[config.mk]
export PLATFORM = sky130hd
export DESIGN_NAME = xps2_rx
export DESIGN_NICKNAME = d
export VERILOG_FILES = /design/src/rtl/xps2_pkg.sv /design/src/rtl/xps2_fifo.sv /design/src/rtl/xps2_rx.sv
export SDC_FILE = /design/constraint.sdc
export NUM_CORES = 1
export LEC_CHECK = 0
export BUFFER_PORTS_ARGS = -buffer_cell sky130_fd_sc_hd__buf_2
export CORE_AREA = 2 2 171 106
export CTS_BUF_LIST = sky130_fd_sc_hd__clkbuf_2
export DETAILED_ROUTE_END_ITERATION = 8
export DIE_AREA = 0 0 173 108
export MAX_ROUTING_LAYER = met4
export PLACE_DENSITY = 0.61
export SETUP_SLACK_MARGIN = 0.05
export SKIP_CTS_REPAIR_TIMING = 1
export SLEW_MARGIN = 20
export SYNTH_ARGS = -nofsm -noshare
export SYNTH_HDL_FRONTEND = slang
export SYNTH_SLANG_ARGS = --single-unit
[constraint.sdc]
create_clock -name clk -period 3 [get_ports clk]
set_clock_uncertainty 0.1 [all_clocks]
set_input_delay 0.15 -clock clk [delete_from_list [all_inputs] [get_ports clk]]
set_output_delay 0.15 -clock clk [all_outputs]
set_load 0.005 [all_outputs]
[src/rtl/xps2_pkg.sv]
// Shared definitions for the PS/2 keyboard receiver: register offsets, status bits, FSM states.
package xps2_pkg;

  localparam logic [1:0] REG_DATA   = 2'd0;
  localparam logic [1:0] REG_STATUS = 2'd1;
  localparam logic [1:0] REG_COUNT  = 2'd2;

  localparam int unsigned ST_NEMPTY = 0;
  localparam int unsigned ST_FULL   = 1;
  localparam int unsigned ST_OVR    = 2;
  localparam int unsigned ST_PERR   = 3;
  localparam int unsigned ST_FERR   = 4;

  localparam logic [7:0] PS2_BREAK_CODE = 8'hF0;

  typedef enum logic [1:0] {
    IDLE   = 2'd0,
    DATA   = 2'd1,
    PARITY = 2'd2,
    STOP   = 2'd3
  } ps2_state_e;

  // Odd parity over eight data bits plus the parity bit.
  function automatic logic odd_parity_ok(input logic [7:0] byte_i, input logic par_i);
    return ^{par_i, byte_i};
  endfunction

endpackage

[src/rtl/xps2_fifo.sv]
// Synchronous byte FIFO; a pop on empty is ignored, a push on full succeeds only with a same-cycle pop.
module xps2_fifo #(
  parameter  int unsigned FIFO_DEPTH = 8,
  localparam int unsigned PTR_W      = $clog2(FIFO_DEPTH),
  localparam int unsigned CNT_W      = $clog2(FIFO_DEPTH) + 1
) (
  input  logic             clk,
  input  logic             rst,
  input  logic             push_i,
  input  logic             pop_i,
  input  logic [7:0]       data_i,
  output logic [7:0]       head_o,
  output logic             full_o,
  output logic             empty_o,
  output logic [CNT_W-1:0] count_o
);

  logic [7:0]       mem_q [FIFO_DEPTH];
  logic [PTR_W-1:0] wr_ptr_q;
  logic [PTR_W-1:0] rd_ptr_q;
  logic [CNT_W-1:0] count_q;
  logic             do_push_c;
  logic             do_pop_c;

  assign empty_o   = (count_q == '0);
  assign full_o    = (count_q == CNT_W'(FIFO_DEPTH));
  assign count_o   = count_q;
  assign head_o    = mem_q[rd_ptr_q];
  assign do_pop_c  = pop_i & ~empty_o;
  assign do_push_c = push_i & (~full_o | do_pop_c);

  always_ff @(posedge clk) begin
    if (do_push_c) mem_q[wr_ptr_q] <= data_i;
  end

  always_ff @(posedge clk or posedge rst) begin
    if (rst) begin
      wr_ptr_q <= '0;
      rd_ptr_q <= '0;
      count_q  <= '0;
    end else begin
      if (do_push_c) wr_ptr_q <= wr_ptr_q + PTR_W'(1);
      if (do_pop_c)  rd_ptr_q <= rd_ptr_q + PTR_W'(1);
      case ({do_push_c, do_pop_c})
        2'b10:   count_q <= count_q + CNT_W'(1);
        2'b01:   count_q <= count_q - CNT_W'(1);
        default: count_q <= count_q;
      endcase
    end
  end

endmodule

[src/rtl/xps2_rx.sv]
// Memory-mapped PS/2 keyboard receiver with byte FIFO and DATA/STATUS/COUNT registers.
// Optional make-code-only filtering is enabled by defining PS2_BREAK_FILTER_EN.
module xps2_rx
  import xps2_pkg::*;
#(
  parameter int unsigned DATA_W      = 32,
  parameter int unsigned FIFO_DEPTH  = 8,
  parameter int unsigned TIMEOUT_CYC = 5000
) (
  input  logic              clk,
  input  logic              rst,
  input  logic              sel,
  input  logic              rw_req,
  input  logic              rw_rnw,
  input  logic [1:0]        rw_addr,
  input  logic [DATA_W-1:0] data_to_wr,
  output logic [DATA_W-1:0] data_to_rd,
  input  logic              ps2_clk,
  input  logic              ps2_data,
  output logic              irq
);

  localparam int unsigned CNT_W = $clog2(FIFO_DEPTH) + 1;
  localparam int unsigned TMO_W = $clog2(TIMEOUT_CYC);

  logic             clk_s1_q, clk_s2_q, clk_d_q;
  logic             dat_s1_q, dat_s2_q;
  logic             fe_c;
  ps2_state_e       state_q;
  logic [2:0]       bitcnt_q;
  logic [7:0]       shift_q;
  logic             par_q;
  logic [TMO_W-1:0] tmo_q;
  logic             ovr_q, perr_q, ferr_q;
  logic             irq_q;

  logic             frame_end_c, par_ok_c, stop_ok_c, valid_c, push_c;
  logic             rd_c, wr_c, pop_c;
  logic [2:0]       clr_c;
  logic [7:0]       head;
  logic             full, empty;
  logic [CNT_W-1:0] count;
  logic             unused_c;

  // Two-flop synchronisers, preset to the idle-high bus level.
  always_ff @(posedge clk or posedge rst) begin
    if (rst) begin
      clk_s1_q <= 1'b1;
      clk_s2_q <= 1'b1;
      clk_d_q  <= 1'b1;
      dat_s1_q <= 1'b1;
      dat_s2_q <= 1'b1;
    end else begin
      clk_s1_q <= ps2_clk;
      clk_s2_q <= clk_s1_q;
      clk_d_q  <= clk_s2_q;
      dat_s1_q <= ps2_data;
      dat_s2_q <= dat_s1_q;
    end
  end

  assign fe_c        = clk_d_q & ~clk_s2_q;
  assign frame_end_c = fe_c & (state_q == STOP);
  assign par_ok_c    = odd_parity_ok(shift_q, par_q);
  assign stop_ok_c   = dat_s2_q;
  assign valid_c     = frame_end_c & par_ok_c & stop_ok_c;

`ifdef PS2_BREAK_FILTER_EN
  logic brk_q;

  // A break prefix and the byte following it never reach the FIFO.
  always_ff @(posedge clk or posedge rst) begin
    if (rst)          brk_q <= 1'b0;
    else if (valid_c) brk_q <= brk_q ? 1'b0 : (shift_q == PS2_BREAK_CODE);
  end

  assign push_c = valid_c & ~brk_q & (shift_q != PS2_BREAK_CODE);
`else
  assign push_c = valid_c;
`endif

  // Frame FSM: steps on synchronised falling edges; a stalled frame is abandoned silently.
  always_ff @(posedge clk or posedge rst) begin
    if (rst) begin
      state_q  <= IDLE;
      bitcnt_q <= '0;
      shift_q  <= '0;
      par_q    <= 1'b0;
      tmo_q    <= '0;
    end else if (fe_c) begin
      tmo_q <= '0;
      case (state_q)
        IDLE: begin
          if (!dat_s2_q) begin
            state_q  <= DATA;
            bitcnt_q <= '0;
          end
        end
        DATA: begin
          shift_q  <= {dat_s2_q, shift_q[7:1]};
          bitcnt_q <= bitcnt_q + 3'd1;
          if (bitcnt_q == 3'd7) state_q <= PARITY;
        end
        PARITY: begin
          par_q   <= dat_s2_q;
          state_q <= STOP;
        end
        STOP:    state_q <= IDLE;
        default: state_q <= IDLE;
      endcase
    end else if (state_q != IDLE) begin
      if (tmo_q == TMO_W'(TIMEOUT_CYC - 1)) begin
        state_q <= IDLE;
        tmo_q   <= '0;
      end else begin
        tmo_q <= tmo_q + TMO_W'(1);
      end
    end else begin
      tmo_q <= '0;
    end
  end

  assign rd_c  = rw_req & sel & rw_rnw;
  assign wr_c  = rw_req & sel & ~rw_rnw;
  assign pop_c = rd_c & (rw_addr == REG_DATA);
  assign clr_c = (wr_c && rw_addr == REG_STATUS) ? data_to_wr[ST_FERR:ST_OVR] : 3'b000;

  xps2_fifo #(.FIFO_DEPTH(FIFO_DEPTH)) u_fifo (
    .clk     (clk),
    .rst     (rst),
    .push_i  (push_c),
    .pop_i   (pop_c),
    .data_i  (shift_q),
    .head_o  (head),
    .full_o  (full),
    .empty_o (empty),
    .count_o (count)
  );

  // Sticky error flags: a set in the same cycle as a clear wins.
  always_ff @(posedge clk or posedge rst) begin
    if (rst) begin
      ovr_q  <= 1'b0;
      perr_q <= 1'b0;
      ferr_q <= 1'b0;
      irq_q  <= 1'b0;
    end else begin
      ovr_q  <= (ovr_q  & ~clr_c[0]) | (push_c & full & ~pop_c);
      perr_q <= (perr_q & ~clr_c[1]) | (frame_end_c & ~par_ok_c);
      ferr_q <= (ferr_q & ~clr_c[2]) | (frame_end_c & ~stop_ok_c);
      irq_q  <= ~empty;
    end
  end

  assign irq = irq_q;

  always_comb begin
    data_to_rd = '0;
    if (rd_c) begin
      case (rw_addr)
        REG_DATA:   if (!empty) data_to_rd = DATA_W'(head);
        REG_STATUS: data_to_rd = DATA_W'({ferr_q, perr_q, ovr_q, full, ~empty});
        REG_COUNT:  data_to_rd = DATA_W'(count);
        default:    data_to_rd = '0;
      endcase
    end
  end

  assign unused_c = ^{data_to_wr[DATA_W-1:ST_FERR+1], data_to_wr[ST_OVR-1:0]};

endmodule
After elaboration in Yosys (flattened, before gate mapping)
Memories as Yosys holds them, arrays and structs flattened.
Index checks and enable logic that the tools add are counted.
Widths: inputs -> output; s select.

cells by class
  bitwise operators = 31
  add/sub/neg operators = 6
  equal/unequal tests = 13
  reduce and logical (&&, ||, !) cells = 14
  multiplexer cells = 18

operators with widths
  kind                   count
  $pmux 32 s3            1
  $mux 13                3
  $mux 32                1
  $and 1x1->1            17
  $add 13x1->13 const B  1
  $eq 13x13->1 const B   1
  $mux 2                 5
  $not 1->1              10
  $reduce_bool 2->1      5
  $add 3x1->3 const B    3
  $reduce_xor 9->1       1
  $eq 2x2->1 const B     4
  $mux 8                 1
  $pmux 2 s4             1
  $pmux 4 s2             1
  $eq 2x1->1 const B     3
  $mux 3                 2
  $ne 3x3->1 const B     2
  $pmux 3 s2             1
  $add 4x1->4 const B    1
  $eq 4x4->1 const B     1
  $logic_not 2->1        2
  $logic_not 4->1        1
  $or 1x1->1             4
  8 further kinds        10

word-level totals
  bits of input ports = 41
  output and inout bits = 33
  memories kept = 1
  bits in registers = 46
  memory bits (writable) = 64
  word-level logic and storage cells = 100

memories
  name          words  width  read ports  clocked after memory_dff  wr ports  line             RTL
  u_fifo.mem_q  8      8      1           0                         1         xps2_fifo.sv:18  logic [7:0] mem_q [FIFO_DEPTH];

Depth between registers and ports, before layout
Gate-level depths: netlist of run 1.

  word-level depth = 8
  depth in mapped cells = 10
  gate-level depth less buffers = 10

Cells and area by module
Synthesis of run 1 repeated with hierarchy kept, for this count alone.

second synthesis, totals
  cells, all modules = 371
  area total of the unflattened synthesis = 5,196.2 sq um

by module, submodules not included
  module     area an instance (sq um)  instances  sequential area each (sq um)  cells an instance
  xps2_fifo  3,135.5                   1          2,172.1                       165
  xps2_rx    2,060.7                   1          907.1                         206

Worst setup path before layout of run 1
Ideal clock, no wire load.

  path kind = register to register
  start = register shift_q[2]
  end = memory u_fifo.mem_q[1][0] (enable)
  required time = 2.502 ns
  buffers on the path = 0
  setup time = 0.398 ns
  stages on the path, launching flop included = 6
  arrival = 2.442 ns
  setup slack = 0.060 ns
  cell sequence = dfrtp_1 -> xor2_1 -> xnor3_2 -> mux2_4 -> nand2_2 -> nor4b_1

on the way
  longest elaborated chain between the ends = 6

ends and longest elaborated chain
  element                       line             RTL
  start: declaration            xps2_rx.sv:31    logic [7:0] shift_q;
  start signal: assignment      xps2_rx.sv:100   shift_q <= {dat_s2_q, shift_q[7:1]};
  $reduce_xor 9->1              xps2_pkg.sv:25   return ^{par_i, byte_i};
  $and 1x1->1 (2 in a row)      xps2_rx.sv:66    assign valid_c = frame_end_c & par_ok_c & stop_ok_c;
  $and 1x1->1                   xps2_fifo.sv:30  assign do_push_c = push_i & (~full_o | do_pop_c);
  $mux 1                        xps2_fifo.sv:33  if (do_push_c) mem_q[wr_ptr_q] <= data_i;
  $mux 1 (not written as such)  xps2_fifo.sv:33
  end: declaration              xps2_fifo.sv:18

Every way passes these cells.

Final worst setup path of run 1
  start = register u_fifo.count_q[0] (netlist: u_fifo.count_o[0])
  end = output data_to_rd[5]

on the way
  longest elaborated chain between the ends = 4

ends and longest elaborated chain
  element                   line             RTL
  start: declaration        xps2_fifo.sv:21  logic [CNT_W-1:0] count_q;
  start signal: assignment  xps2_fifo.sv:45  2'b10: count_q <= count_q + CNT_W'(1);
  start signal: assignment  xps2_fifo.sv:46  2'b01: count_q <= count_q - CNT_W'(1);
  start signal: assignment  xps2_fifo.sv:47  default: count_q <= count_q;
  $logic_not 4->1           xps2_fifo.sv:25  assign empty_o = (count_q == '0);
  $mux 8                    xps2_rx.sv:161   REG_DATA: if (!empty) data_to_rd = DATA_W'(head);
  $pmux 32 s3               xps2_rx.sv:160   case (rw_addr)
  $mux 32                   xps2_rx.sv:159   if (rd_c) begin
  end: declaration          xps2_rx.sv:17    output logic [DATA_W-1:0] data_to_rd,

Every way passes these cells.

==> results of run 1 <==
## power by group through the flow
| stage | clock, W | sequential, W | combinational, W |
|---|---|---|---|
| 5_1_grt | 0.000723 | 0.00194 | 0.00116 |
| 6_report | 0.000637 | 0.00192 | 0.00106 |
| 3_5_place_dp | 0 | 0.00199 | 0.000909 |
| 2_1_floorplan | 0 | 0.00186 | 0.000776 |
| 4_1_cts | 0.000670 | 0.00196 | 0.000916 |
| 3_3_place_gp | 0 | 0.00197 | 0.000888 |
## metrics by stage
stage,total power (W),area (um2),setup WS (ns),setup TNS (ns),cells
2_1_floorplan,0.00264,5150,0.0604,0,387
3_3_place_gp,0.00286,5470,0.301,0,624
3_5_place_dp,0.00290,5470,0.251,0,624
4_1_cts,0.00354,5580,-0.114,-0.359,640
5_1_grt,0.00383,5790,0.0601,0,660
6_report,0.00361,5790,0.228,0,660
## critical path, delay by kind of cell (launching register included)
kind / cells / cell delay, ns
simple gates: 3 / 0.81
flops: 1 / 0.58
buf+inv: 3 / 0.54
## cell usage in the layout, fill, tap and decap left out, types with 10 or more instances in the layout
master / n
nor2_1: 25
buf_4: 24
nand2_1: 27
conb_1: 24
mux2_2: 13
buf_2: 20
mux2i_1: 12
xnor2_1: 12
edfxtp_1: 64
ha_1: 10
dlygate4sd3_1: 13
mux4_2: 15
dfrtp_1: 35
nand3_1: 10
## worst min-delay path by stage
| stage | slack (ns) | start | cells after the start | end |
|---|---|---|---|---|
| floorplan | 0.05 | ps2_clk | 0 | clk_s1_q |
| global placement | 0.16 | ps2_clk | 1 | clk_s1_q |
| detailed placement | 0.16 | ps2_clk | 1 | clk_s1_q |
| CTS | -0.58 | ps2_clk | 1 | clk_s1_q |
| global route | 0.05 | rst | 3 | state_q[0] |
| finish | 0.06 | rst | 3 | state_q[1] |
## layout make-up
| cell class | instances | share of cell area, % |
|---|---|---|
| clock buffer | 9 | 0.778 |
| clock inverter | 7 | 1.04 |
| inverter | 5 | 0.346 |
| multi-input combinational | 235 | 31.7 |
| sequential | 110 | 53.3 |
| tap | 234 | 5.06 |
| timing repair buffer | 60 | 7.82 |
## routing by layer
layer  vias to the layer above  part of all wire [%]
met5                         -                     0
li1                       1413                     -
met3                         4                   4.8
met2                        64                    44
met4                         0                  0.58
met1                      1476                    51
## flip-flops by register name (all words and copies together) (netlist names)
signal	flops
ovr_q	1
u_fifo.wr_ptr_q	3
par_q	1
ferr_q	1
shift_q	8
perr_q	1
state_q	2
irq	1
clk_s2_q	1
tmo_q	13
clk_d_q	1
dat_s2_q	1
dat_s1_q	1
bitcnt_q	3
clk_s1_q	1
u_fifo.count_o	4
u_fifo.mem_q	64
u_fifo.rd_ptr_q	3
## logic make-up (layout without fill, tap and decap cells)
| family | after synthesis | count (layout) | synth area share, % |
|---|---|---|---|
| fa+ha+maj | 10 | 10 | 2.47 |
| compound gates | 27 | 27 | 3.66 |
| flops | 110 | 110 | 60.8 |
| mux | 42 | 42 | 12.4 |
| other cells | 1 | 24 | 0.0740 |
| buf+inv | 42 | 81 | 5.04 |
| xor+xnor | 23 | 23 | 4.57 |
| simple gates | 109 | 109 | 11.0 |
==> flow_summary.yaml, run 1 <==
global_route:
  grt_max_degree: 47
  use_met3_pct: 2.57
  grt_pass1_wl_um: 15500
  grtUsageTotal_pct: 11.2
  globalRouteOverflowTotal: 0
  grt_antenna_before_repair: 0
  grt_pass1_vias: 2815
  grtUsageMet2_pct: 15.9
  grt_util_met1_pct: 16.1
  top_usage_layer: "met1"
clock_network:
  clkLatencyLatePin_ns: 0.61
  cts_buffers: 9
  cts_tree: "done"
  cts-root-buf: "clkbuf_2"
  cts_max_path_buffers: 2
  cts_max_level: 3
  clock_sinks: 110
  clk_pin_slew_worst_paths_ns: 0.33
setup_path:
  path_class: "reg2out"
  critPathLaunch: "u_fifo.count_o[0]"
  worstPathRequired_ns: 2.75
  cpMaxStageDelayCell: "dfrtp_1"
  start_kind: "flip-flop"
  crit_chain: "nor4_1, buf_4, or4_1, buf_4, nor2_1, buf_2"
  reg2reg_from: "shift_q[3]"
  crit_fanout: 9
  worstSetupEndpointType: "primary output"
  rr_worst_depth: 9
  r2r-end: "u_fifo.count_o[2]"
  crit_top_cell: "buf_4"
  rrSetupSlack_ns: 0.27
  arrival_ns: 2.52
  crit_end: "data_to_rd[5]"
  max_stage_delay_ns: 0.58
synthesis:
  seq_area_frac_synth_pct: 60.8
  synthTopCellsByArea: "edfxtp_1, dfrtp_1, mux4_2, buf_4, mux2_2"
  yosysUniqueCellTypes: 50
  synth_area_per_cell_um2: 13.9
  ys.flop_type: "edfxtp_1"
  yosysTopAreaCellShare_pct: 37.9
  synth_most_common_cell: "edfxtp_1"
  synth.cell_area_um2: 5070
  ys_async_sr_fraction_pct: 41.8
  synth_enable_flop_cells: 64
  yosysWarnings: 0
  synth_seq_cells: 110
  syn_inst: 364
  synth_top_area_cell: "edfxtp_1"
  synth_common_cells: "edfxtp_1, dfrtp_1, nand2_1"
place:
  io_buffers: 20
  gp_congestion: 0.763
  dp.final_hpwl_um: 6970
layout:
  multiInputGateArea_um2: 1830
  seq_area_um2: 3090
  drive_gt1_share_pct: 26.1
  layout.nets: 472
  antennaDiodeCount: 0
  utilization_pct: 34.2
  fill_cells: 1679
  syn_to_final_growth_pct: 14.3
pwr:
  switching_share_pct: 32.3
  ir_drop_mv: 0.229
  pwr-share-clk_pct: 17.6
  p_seq_share_pct: 53.0
  power_density_nw_per_um2: 624
  power.leakage_nw: 2.20
  p_int_w: 0.00245
  p_switching_w: 0.00117
  power_frac_comb_pct: 29.3
drt:
  drtIter0Drc: 223
  drc: 0
  drt_wl_total_um: 9800
  dr_total_vias: 2957
  detail_route.wl_per_cell_um: 14.8
  ant_nets: 0
  viasPerCell: 4.48
  drt-pass1-iter-count: 4
floorplan:
  fp-row-count: 37
  pin_count: 74
  floorplan.initialDensity_pct: 29.9
  die_y_um: 108
  core_area_um2: 16900
  die_w_um: 173
  die_area_um2: 18700
timing:
  hold_viol: 0
  hold_slack_ns: 0.0578
  slew_headroom_pct: 45.3
  rsz0062_at_grt: "no"
  tightest_slew_ns: 0.820
  clock.fmax_ghz: 0.361
  slew_violations: 0
  fin_crit_sh_pct: 92.4
  period_needed_ns: 2.77
  setup_violations: 0
run_status:
  outcome: "finished, final reports clean"
run:
  drv_cap: 0
min_path:
  hold_path_class: "in2async"
Power figures use the tool's default switching activity.
==> inputs of run 2 (changes only) <==
--- a/config.mk
+++ b/config.mk
@@ -12,9 +12,10 @@
 export DIE_AREA = 0 0 173 108
 export MAX_ROUTING_LAYER = met4
 export PLACE_DENSITY = 0.61
+export REMOVE_ABC_BUFFERS = 1
 export SETUP_SLACK_MARGIN = 0.05
 export SKIP_CTS_REPAIR_TIMING = 1
-export SLEW_MARGIN = 20
+export SLEW_MARGIN = 5
 export SYNTH_ARGS = -nofsm -noshare
 export SYNTH_HDL_FRONTEND = slang
 export SYNTH_SLANG_ARGS = --single-unit
==> run 2 against run 1 <==
  * First-iteration DRC count down 13%
  * Non-clock buffer count down 8
  * Design area shrank 1.7%
  * Global-route usage barely moved
  * Sequential share of layout area grew 0.87 points
  * Routed wire length decreased by 1.9%
  * Maximum frequency down 0.80%
  * Sequential power rose by 2%
==> flow_summary.yaml, run 2 (synthesized netlist as in run 1, its figures left out) <==
run_status:
  outcome: "finished, final reports clean"
timing:
  hold_viol: 0
  rsz0062_at_grt: "yes"
  period_needed_ns: 2.79
  fin_crit_sh_pct: 93.1
  setup_violations: 0
  fin_tns_setup_ns: 0
  tightest_slew_ns: 0.967
  clock.fmax_ghz: 0.358
  slew_headroom_pct: 35.5
  slew_violations: 0
floorplan:
  fp-row-count: 37
  core_area_um2: 16900
  pin_count: 74
  floorplan.initialDensity_pct: 29.9
  die_area_um2: 18700
  die_w_um: 173
  die_y_um: 108
layout:
  fin_area_um2: 5690
  mostFrequentLayoutCell: "edfxtp_1"
  top_regs: "u_fifo.mem_q x64, tmo_q x13, shift_q x8"
  top_register: "u_fifo.mem_q"
  layout.nets: 464
  largest_reg_flops: 64
  mostFrequentLayoutCells: "edfxtp_1, dfrtp_1, nand2_1"
  drive_gt1_share_pct: 23.7
  syn_to_final_growth_pct: 12.4
  finalNonFillerCells: 653
setup_path:
  crit_chain: "buf_4, mux4_2, mux2i_1, nor2_1, a21oi_1, nor2_1, buf_2"
  cpMaxStageDelayCell: "dfrtp_4"
  path_class: "reg2out"
  crit_top_cell: "nor2_1"
  arrival_ns: 2.54
  start_kind: "flip-flop"
  worstPathRequired_ns: 2.75
  worstSetupEndpointType: "primary output"
  crit_fanout: 10
  max_stage_delay_ns: 0.60
place:
  dp.final_hpwl_um: 6840
  io_buffers: 20
  dpl-instance-area_um2: 5460
  gp_congestion: 0.766
  dp.cells: 622
global_route:
  grt_max_degree: 47
  grtUsageTotal_pct: 11.2
  grt_pass1_wl_um: 15600
  globalRouteOverflowTotal: 0
  grt_antenna_before_repair: 1
  grt_pass1_vias: 2905
drt:
  ant_nets: 0
  dr_total_vias: 2956
  viasPerCell: 4.53
  drtIter0Drc: 193
  drc: 0
  detail_route.wl_per_cell_um: 14.7
  drt_wl_total_um: 9610
  drt-pass1-iter-count: 4
pwr:
  ir_drop_mv: 0.185
  power.leakage_nw: 2.16
  power_density_nw_per_um2: 610
clock_network:
  cts_buffers: 9
  clkLatencyLatePin_ns: 0.58
  clk_pin_slew_worst_paths_ns: 0.30
  clock_sinks: 110
  cts_max_level: 3
  cts-root-buf: "clkbuf_2"
  cts_tree: "done"
  cts_max_path_buffers: 2
min_path:
  hold_path_class: "in2reg"
run:
  drv_cap: 0
## run 2: stage by stage
stage	total power, W	setup slack (ns)	hold WS (ns)	utilization, %
2_1_floorplan	0.00258	0.0604	0.0545	-
3_3_place_gp	0.00285	0.311	0.159	32.2
3_5_place_dp	0.00288	0.273	0.160	32.2
4_1_cts	0.00348	-0.132	-0.554	32.8
5_1_grt	0.00370	-0.0324	0.0246	33.6
6_report	0.00348	0.206	0.0988	33.6
## run 2: area by class of cell
type	count	area, um2
clock inverter	6	45.0
inverter	5	18.8
antenna	1	2.50
tap	234	293
multi-input combinational	235	1830
timing repair buffer	52	370
fill	1670	11200
sequential	110	3080
clock buffer	10	50.0
## run 2: report_power, final
part / switching [W] / internal (W) / leakage, nW
Sequential: 0.000205 / 0.00175 / 1.20
Clock: 0.000476 / 0.000122 / 0.0649
Combinational: 0.000423 / 0.000498 / 0.904
Total: 0.00110 / 0.00237 / 2.16
## run 2: worst max-delay path, delay by kind of cell, from the launching register on
family / cells / cell delay (ns)
and+or+nand+nor: 2 / 0.14
buffers and inverters: 2 / 0.36
AOI/OAI and AO/OA: 1 / 0.12
muxes: 2 / 0.74
DFF: 1 / 0.60
## run 2: per-layer routing
layer,vias up,share of wire (%),global-route usage [%]
li1,1403,-,-
met2,63,45,16.4
met5,-,0,-
met4,0,0.86,2.91
met3,6,4.7,3.06
met1,1484,49,15.4
## run 2: worst paths after layout
kind                                    startpoint  slack (ns)                 end  cells after the start
max in group asynchronous                      rst        1.93  u_fifo.rd_ptr_q[0]                      3
worst max register to register          shift_q[2]        0.22   u_fifo.count_o[2]                      9
worst min-delay path                       ps2_clk         0.1            clk_s1_q                      2
worst max-delay path            u_fifo.rd_ptr_q[0]        0.21       data_to_rd[4]                      7
worst min register to register            clk_s1_q        0.28            clk_s2_q                      0
min in group asynchronous                      rst        0.17            tmo_q[7]                      3
